## config.mk

```make
export PLATFORM = sky130hd
export DESIGN_NAME = sram_req_arbiter
export DESIGN_NICKNAME = d
export VERILOG_FILES = /design/src/rtl/sram_req_arbiter.sv
export SDC_FILE = /design/constraint.sdc
export NUM_CORES = 1
export LEC_CHECK = 0
export CAP_MARGIN = 25
export CORE_AREA = 3 3 112 114
export CTS_BUF_LIST = sky130_fd_sc_hd__clkbuf_16
export CTS_CLUSTER_DIAMETER = 150
export DETAILED_ROUTE_END_ITERATION = 10
export DIE_AREA = 0 0 115 117
export DONT_BUFFER_PORTS = 1
export PLACE_DENSITY = 0.42
export SYNTH_ARGS = -nofsm -noshare
export SYNTH_HDL_FRONTEND = slang
export SYNTH_SLANG_ARGS = --single-unit
```

## constraint.sdc

```tcl
create_clock -name clk -period 4.5 [get_ports clk]
set_input_delay 0 -clock clk [delete_from_list [all_inputs] [get_ports clk]]
set_output_delay 0 -clock clk [all_outputs]
set_load 0.05 [all_outputs]
```

## src/rtl/sram_req_arbiter.sv

```systemverilog
// rtl/sram_req_arbiter.sv - shares one SRAM-like port between inst and data requesters
module sram_req_arbiter #(
    parameter int MAX_OUTST = 4,
    parameter int REQ_W     = 71
) (
    input  logic             clk,
    input  logic             resetn,
    input  logic             inst_req,
    input  logic [REQ_W-1:0] inst_req_bus,
    output logic             inst_addr_ok,
    output logic             inst_data_ok,
    input  logic             data_req,
    input  logic [REQ_W-1:0] data_req_bus,
    output logic             data_addr_ok,
    output logic             data_data_ok,
    output logic [31:0]      rsp_rdata,
    output logic             mem_req,
    output logic [REQ_W-1:0] mem_req_bus,
    input  logic             mem_addr_ok,
    input  logic             mem_data_ok,
    input  logic [31:0]      mem_rdata,
    output logic             err_unexp
);

    localparam int PW = (MAX_OUTST > 1) ? $clog2(MAX_OUTST) : 1;
    localparam int CW = $clog2(MAX_OUTST + 1);

    typedef enum logic [1:0] {
        IDLE   = 2'd0,
        LOCK_I = 2'd1,
        LOCK_D = 2'd2
    } state_t;

    state_t                 state_q, state_d;
    logic [PW-1:0]          wptr_q, wptr_d;
    logic [PW-1:0]          rptr_q, rptr_d;
    logic [CW-1:0]          count_q, count_d;
    logic [MAX_OUTST-1:0]   fifo_q, fifo_d;
    logic                   err_q, err_d;

    logic sel_valid, sel_data, sel_req, full, has_rsp, issue, accept, pop, head;

    always_comb begin
        sel_valid = 1'b0;
        sel_data  = 1'b0;
        case (state_q)
            IDLE: begin
                if (data_req) begin
                    sel_valid = 1'b1;
                    sel_data  = 1'b1;
                end else if (inst_req) begin
                    sel_valid = 1'b1;
                end
            end
            LOCK_I: sel_valid = 1'b1;
            LOCK_D: begin
                sel_valid = 1'b1;
                sel_data  = 1'b1;
            end
            default: ;
        endcase

        sel_req = sel_data ? data_req : inst_req;
        full    = (count_q == CW'(MAX_OUTST));
        has_rsp = (count_q != '0);
        // full uses the registered count, so a same-cycle pop cannot unblock issue
        issue   = resetn & sel_valid & sel_req & ~full;
        accept  = issue & mem_addr_ok;
        pop     = resetn & mem_data_ok & has_rsp;
        head    = fifo_q[rptr_q];
    end

    always_comb begin
        state_d = state_q;
        wptr_d  = wptr_q;
        rptr_d  = rptr_q;
        count_d = count_q;
        fifo_d  = fifo_q;
        err_d   = err_q | (mem_data_ok & ~has_rsp);

        // A locked source that drops req keeps its lock until it re-requests
        if (issue) begin
            if (mem_addr_ok) begin
                state_d = IDLE;
            end else begin
                state_d = sel_data ? LOCK_D : LOCK_I;
            end
        end
        if (accept) begin
            fifo_d[wptr_q] = sel_data;
            wptr_d         = wptr_q + PW'(1);
        end
        if (pop) begin
            rptr_d = rptr_q + PW'(1);
        end
        case ({accept, pop})
            2'b10:   count_d = count_q + CW'(1);
            2'b01:   count_d = count_q - CW'(1);
            default: count_d = count_q;
        endcase
    end

    always_ff @(posedge clk) begin
        if (!resetn) begin
            state_q <= IDLE;
            wptr_q  <= '0;
            rptr_q  <= '0;
            count_q <= '0;
            fifo_q  <= '0;
            err_q   <= 1'b0;
        end else begin
            state_q <= state_d;
            wptr_q  <= wptr_d;
            rptr_q  <= rptr_d;
            count_q <= count_d;
            fifo_q  <= fifo_d;
            err_q   <= err_d;
        end
    end

    always_comb begin
        mem_req      = issue;
        mem_req_bus  = (resetn & sel_valid) ? (sel_data ? data_req_bus : inst_req_bus) : '0;
        inst_addr_ok = accept & ~sel_data;
        data_addr_ok = accept & sel_data;
        inst_data_ok = pop & ~head;
        data_data_ok = pop & head;
        rsp_rdata    = resetn ? mem_rdata : 32'h0;
        err_unexp    = resetn & err_q;
    end

endmodule

```

## Word level (Yosys, flattened, before mapping)

Index checks and enable logic that the tools add are counted.
W data, S select, Z words.

- Register bits: 14
- Output and inout bits: 109

- Add/sub/neg operators: 4
- Magnitude comparators: 3
- Equality and inequality tests: 5
- Multiplexer cells: 17
- Bitwise operators: 17
- Reduce and logical (&&, ||, !) cells: 5

Operator list:

| cell | count |
|---|---|
| $mux W71 | 2 |
| $mux W32 | 1 |
| $and A1 B1 Y1 | 12 |
| $lt A2 B3 Y1 const B | 2 |
| $mux W1 | 6 |
| $pmux W3 S2 | 1 |
| $add A2 B1 Y2 const B | 2 |
| $bwmux W4 | 1 |
| $eq A2 B1 Y1 const B | 2 |
| $eq A2 B2 Y1 const B | 2 |
| $mux W2 | 2 |
| $not A1 Y1 | 4 |
| $pmux W1 S2 | 2 |
| $add A3 B1 Y3 const B | 1 |
| $eq A3 B3 Y1 const B | 1 |
| $reduce_bool A3 Y1 | 1 |
| $sub A3 B1 Y3 const B | 1 |
| $bmux W1 S2 | 1 |
| $demux W1 S2 | 1 |
| $ge A2 B1 Y1 const B | 1 |
| $logic_not A2 Y1 | 1 |
| $reduce_bool A2 Y1 | 1 |
| $reduce_or A2 Y1 | 1 |
| $logic_and A1 B1 Y1 | 1 |
| $or A1 B1 Y1 | 1 |

## Longest topological paths before layout

- Depth after elaboration: 9
- Depth in mapped cells: 13
- Gate-level depth less buffers: 12

## Worst setup path after synthesis

Ideal clock, no wire load.

- Path type: reg-to-reg
- From: register state_q[0]
- To: register count_q[2]
- Library setup time: 0.070 ns
- Arrival time: 2.541 ns
- Required time: 4.430 ns
- Slack: 1.889 ns
- Cell stages (with the launch flop): 14
- Buffers on the path: 1
- Clock period less this slack: 2.611 ns
- Path through: dfxtp_1 -> inv_1 -> ha_1 -> a21oi_2 -> a222oi_1 -> and2_0 -> buf_4 -> inv_2 -> ha_1 -> inv_1 -> fa_1 -> xor2_1 -> or3_1 -> a21oi_1

- Cells in the longest elaborated chain, start to end: 9
- Elaborated cells on any way between the ends: 15
- Classes of those cells: eq/ne: 4; mux: 4; bitwise: 4; reduce/logical: 3

RTL lines:

| what | line | source |
|---|---|---|
| start, declared | 34 | `state_t state_q, state_d;` |
| start signal, assigned | 112 | `state_q <= state_d;` |
| $eq A2 B2 Y1 or $eq A2 B1 Y1 (tied branches) | 46 | `case (state_q)` |
| $reduce_or A2 Y1 (no line) | n/a |  |
| $pmux W1 S2 | 46 |  |
| $and A1 B1 Y1 | 67 | `issue = resetn & sel_valid & sel_req & ~full;` |
| $and A1 B1 Y1 (*) (2 in a row) | 67 |  |
| $and A1 B1 Y1 (*) | 68 | `accept = issue & mem_addr_ok;` |
| $eq A2 B1 Y1 or $eq A2 B2 Y1 (tied branches) | 96 | `case ({accept, pop})` |
| $pmux W3 S2 or $reduce_bool A2 Y1 (tied branches) | n/a |  |
| end signal, assigned | 115 | `count_q <= count_d;` |
| end, declared | 37 | `logic [CW-1:0] count_q, count_d;` |

Mark *: on every way between the ends. The rest lies on a longest branch, timed or not.
A chain may end at the register's enable or synchronous reset.

## Worst setup path in the final report

Ends and elaborated chain as after synthesis.

==> results.ini <==
[status]
status=finished clean

[sta]
min_period_over_period_pct=67.0
fin_skew_ns=0.00263
setup-tns-final_ns=0
timing.fmax_mhz=331
slew_headroom_pct=25.2
period_minus_slack_ns=3.02
tightest_slew_ns=1.13
grt_setup_unrepaired=false
drv_slew=0
setup_violations=0
hold_violations=0

[cells_and_area]
drive_gt1_share_pct=7.22
diodes=0
postLayoutCellArea_um2=2360
fin_nets=550
area_delta_synth_final_pct=18.0

[logic_synthesis]
synth_area_per_cell_um2=5.49
ys_ff_latch=14
synthTopCellsByArea=nand2_1 28%, a21oi_1 19%, dfxtp_1 14%
ys_types=31
synth.top_cell.area_share_pct=27.8
synthCells=364
yosysWarningCount=0
yosysSeqAreaShare_pct=14.0
syn_nets=553
yosysTopAreaCell=nand2_1
synth_area_um2=2000

[setup_path]
endpoint_kind=flop
r2r_slack_ns=1.48
cp_max_fo=7
required_ns=4.67
critPathKind=flop to flop
cp.arrival_ns=3.19
ff2ff_path_depth=11
worst_setup_path_start_kind=flop

[routing]
num_vias=2498
drt_pass1_iterations=4
drt-initial-drc-count=119
remaining_drc_errors=0
drt-wirelength-per-cell_um=16.2
wirelength_mm=8.14
viasPerCell=4.97
ant_nets=0

[die]
die_w_um=115
num_rows=39
initial_core_util_pct=17.4
core_area_um2=11500
dieArea_um2=13500
die_y_um=117
io_pins=289

[clock_network]
htreeDepth=1
clkLatencyLatePin_ns=0.24
cts.sinks=14
cts_resized=0
cts_made_buffers=3
root_buffer=clkbuf_16
clkTransAtPathRegs_ns=0.05
cts_tree=built
cts_max_path_buffers=2

[placement]
hpwl_mm=6.68
portBuffers=0
placed_area_um2=2200
routabilityCongestion=0.726

[grt]
grt_max_degree=78
grt_antenna_before_repair=0
grt.total_usage_pct=9.85
grt_pass1_wl_mm=10.7
grt_pass1_vias=2060
grt_overflow=0

[job]
maxCapViolations=0

[min_path]
hp-class=input port to flop
worst_hold_path.num_cells=2

[power_and_ir_drop]
power.density_nw_per_um2=546
irDropWorstVdd_v=0.000199
leakagePower_nw=1.00

-- kinds of logic (layout without fill, tap and decap cells) --
family / Yosys count / count (layout) / synth area share [%]
muxes: 4 / 4 / 2.63
DFF: 14 / 14 / 14.0
AOI/OAI and AO/OA: 91 / 91 / 25.0
and+or+nand+nor: 198 / 198 / 42.2
xor gates and xnor gates: 4 / 4 / 1.75
buffers and inverters: 44 / 40 / 8.45
adders and majority gates: 9 / 9 / 6.01
-- worst max-delay path, stage by stage (launching register included) --
cell,delay [ns]
dfxtp_1,0.34
inv_1,0.07
ha_1,0.25
a222oi_1,0.75
and2_0,0.41
inv_2,0.11
ha_1,0.24
inv_1,0.07
fa_1,0.17
xor2_1,0.07
or3_1,0.31
a21oi_1,0.15
-- repair_timing --
action	CTS	global route
setup buffers	0	0
hold endpoints to repair	4	0
hold buffers	4	0
setup endpoints to repair	0	0
-- path summary, 6_finish.rpt --
kind	start	endpoint
setup reg to reg	state_q[0]	count_q[2]
setup / recovery	state_q[0]	count_q[2]
hold / removal	resetn	rptr_q[0]
hold reg to reg	err_q	err_q
-- Yosys cell counts --
master and count:
o31ai_1 1, nand2b_1 2, dfxtp_1 14, a21oi_1 74, nor2b_1 1, mux2i_1 3
a21o_1 2, ha_1 8, a31oi_1 4, mux4_2 1, inv_2 1, a21oi_2 1
o21ai_0 2, clkbuf_1 26, buf_1 3, inv_1 13, or3_1 1, nand2_1 148
nor3_1 1, and2_1 34, nand3_1 1, o311a_1 1, and2_0 1, nor2_1 9
xor2_1 3, fa_1 1, a311oi_1 4, a222oi_1 1, xnor2_1 1, buf_4 1
a211oi_1 1
-- cell type report --
class / instances / area [um^2]
well taps: 143 / 179
clock buffers: 3 / 75.1
flip-flops and latches: 14 / 280
multi-input cells: 306 / 1560
clock inverters: 1 / 3.75
repair buffers: 22 / 208
inverters: 14 / 52.6
fillers: 1298 / 9160
-- flip-flops by register name, indices dropped and copies added (netlist names) --
signal / flops
wptr_q: 2
state_q: 2
fifo_q: 4
count_q: 3
rptr_q: 2
err_q: 1
-- power by group --
part           leakage, nW  switching, mW  internal, mW  total (mW)
registers            0.114         0.0137         0.138       0.152
logic                0.849          0.789         0.179       0.968
clock network       0.0385         0.0512         0.118       0.169
total                 1.00          0.854         0.435        1.29
-- placed cells by master, fill, tap and decap left out --
cell,Yosys,routed
and2_0,1,1
a211oi_1,1,1
o31ai_1,1,1
fa_1,1,1
buf_12,0,1
a21oi_4,0,1
nor3_1,1,1
xnor2_1,1,1
clkbuf_16,0,3
a21oi_1,74,74
or3_1,1,1
clkinv_1,0,1
mux2i_1,3,3
dlygate4sd3_1,0,4
a311oi_1,4,4
nand2b_1,2,2
inv_1,13,13
and2_1,34,34
buf_4,1,16
nor2b_1,1,1
o311a_1,1,1
nor2_1,9,9
a222oi_1,1,1
dfxtp_1,14,14
inv_2,1,1
mux4_2,1,1
buf_16,0,1
xor2_1,3,3
ha_1,8,8
o21ai_0,2,2
a21o_2,0,2
nand3_1,1,1
nand2_1,148,148
a31oi_1,4,4
-- routing by layer --
metal | part of all wire, % | routed length [um] | global-route usage, % | up-vias
met3 | 9.9 | 806 | 1.75 | 8
met2 | 49 | 3980 | 15.6 | 186
met1 | 41 | 3300 | 14.2 | 1139
met5 | 0 | 0 | 0 | -
met4 | 0.60 | 49 | 1.56 | 0
li1 | - | - | - | 1165
-- through the flow --
stage	setup slack [ns]	std cells	power, mW	utilization (%)	hold WS [ns]
after global routing	1.22	503	1.37	20.5	0.118
after detailed placement	1.49	493	1.10	19.1	0.150
after CTS	1.46	501	1.28	20.2	0.0683
after floorplan	1.89	364	0.976	-	0.137
final	1.48	503	1.29	20.5	0.0751
after global placement	1.64	482	1.06	18.3	0.144
Power figures use the tool's default switching activity.
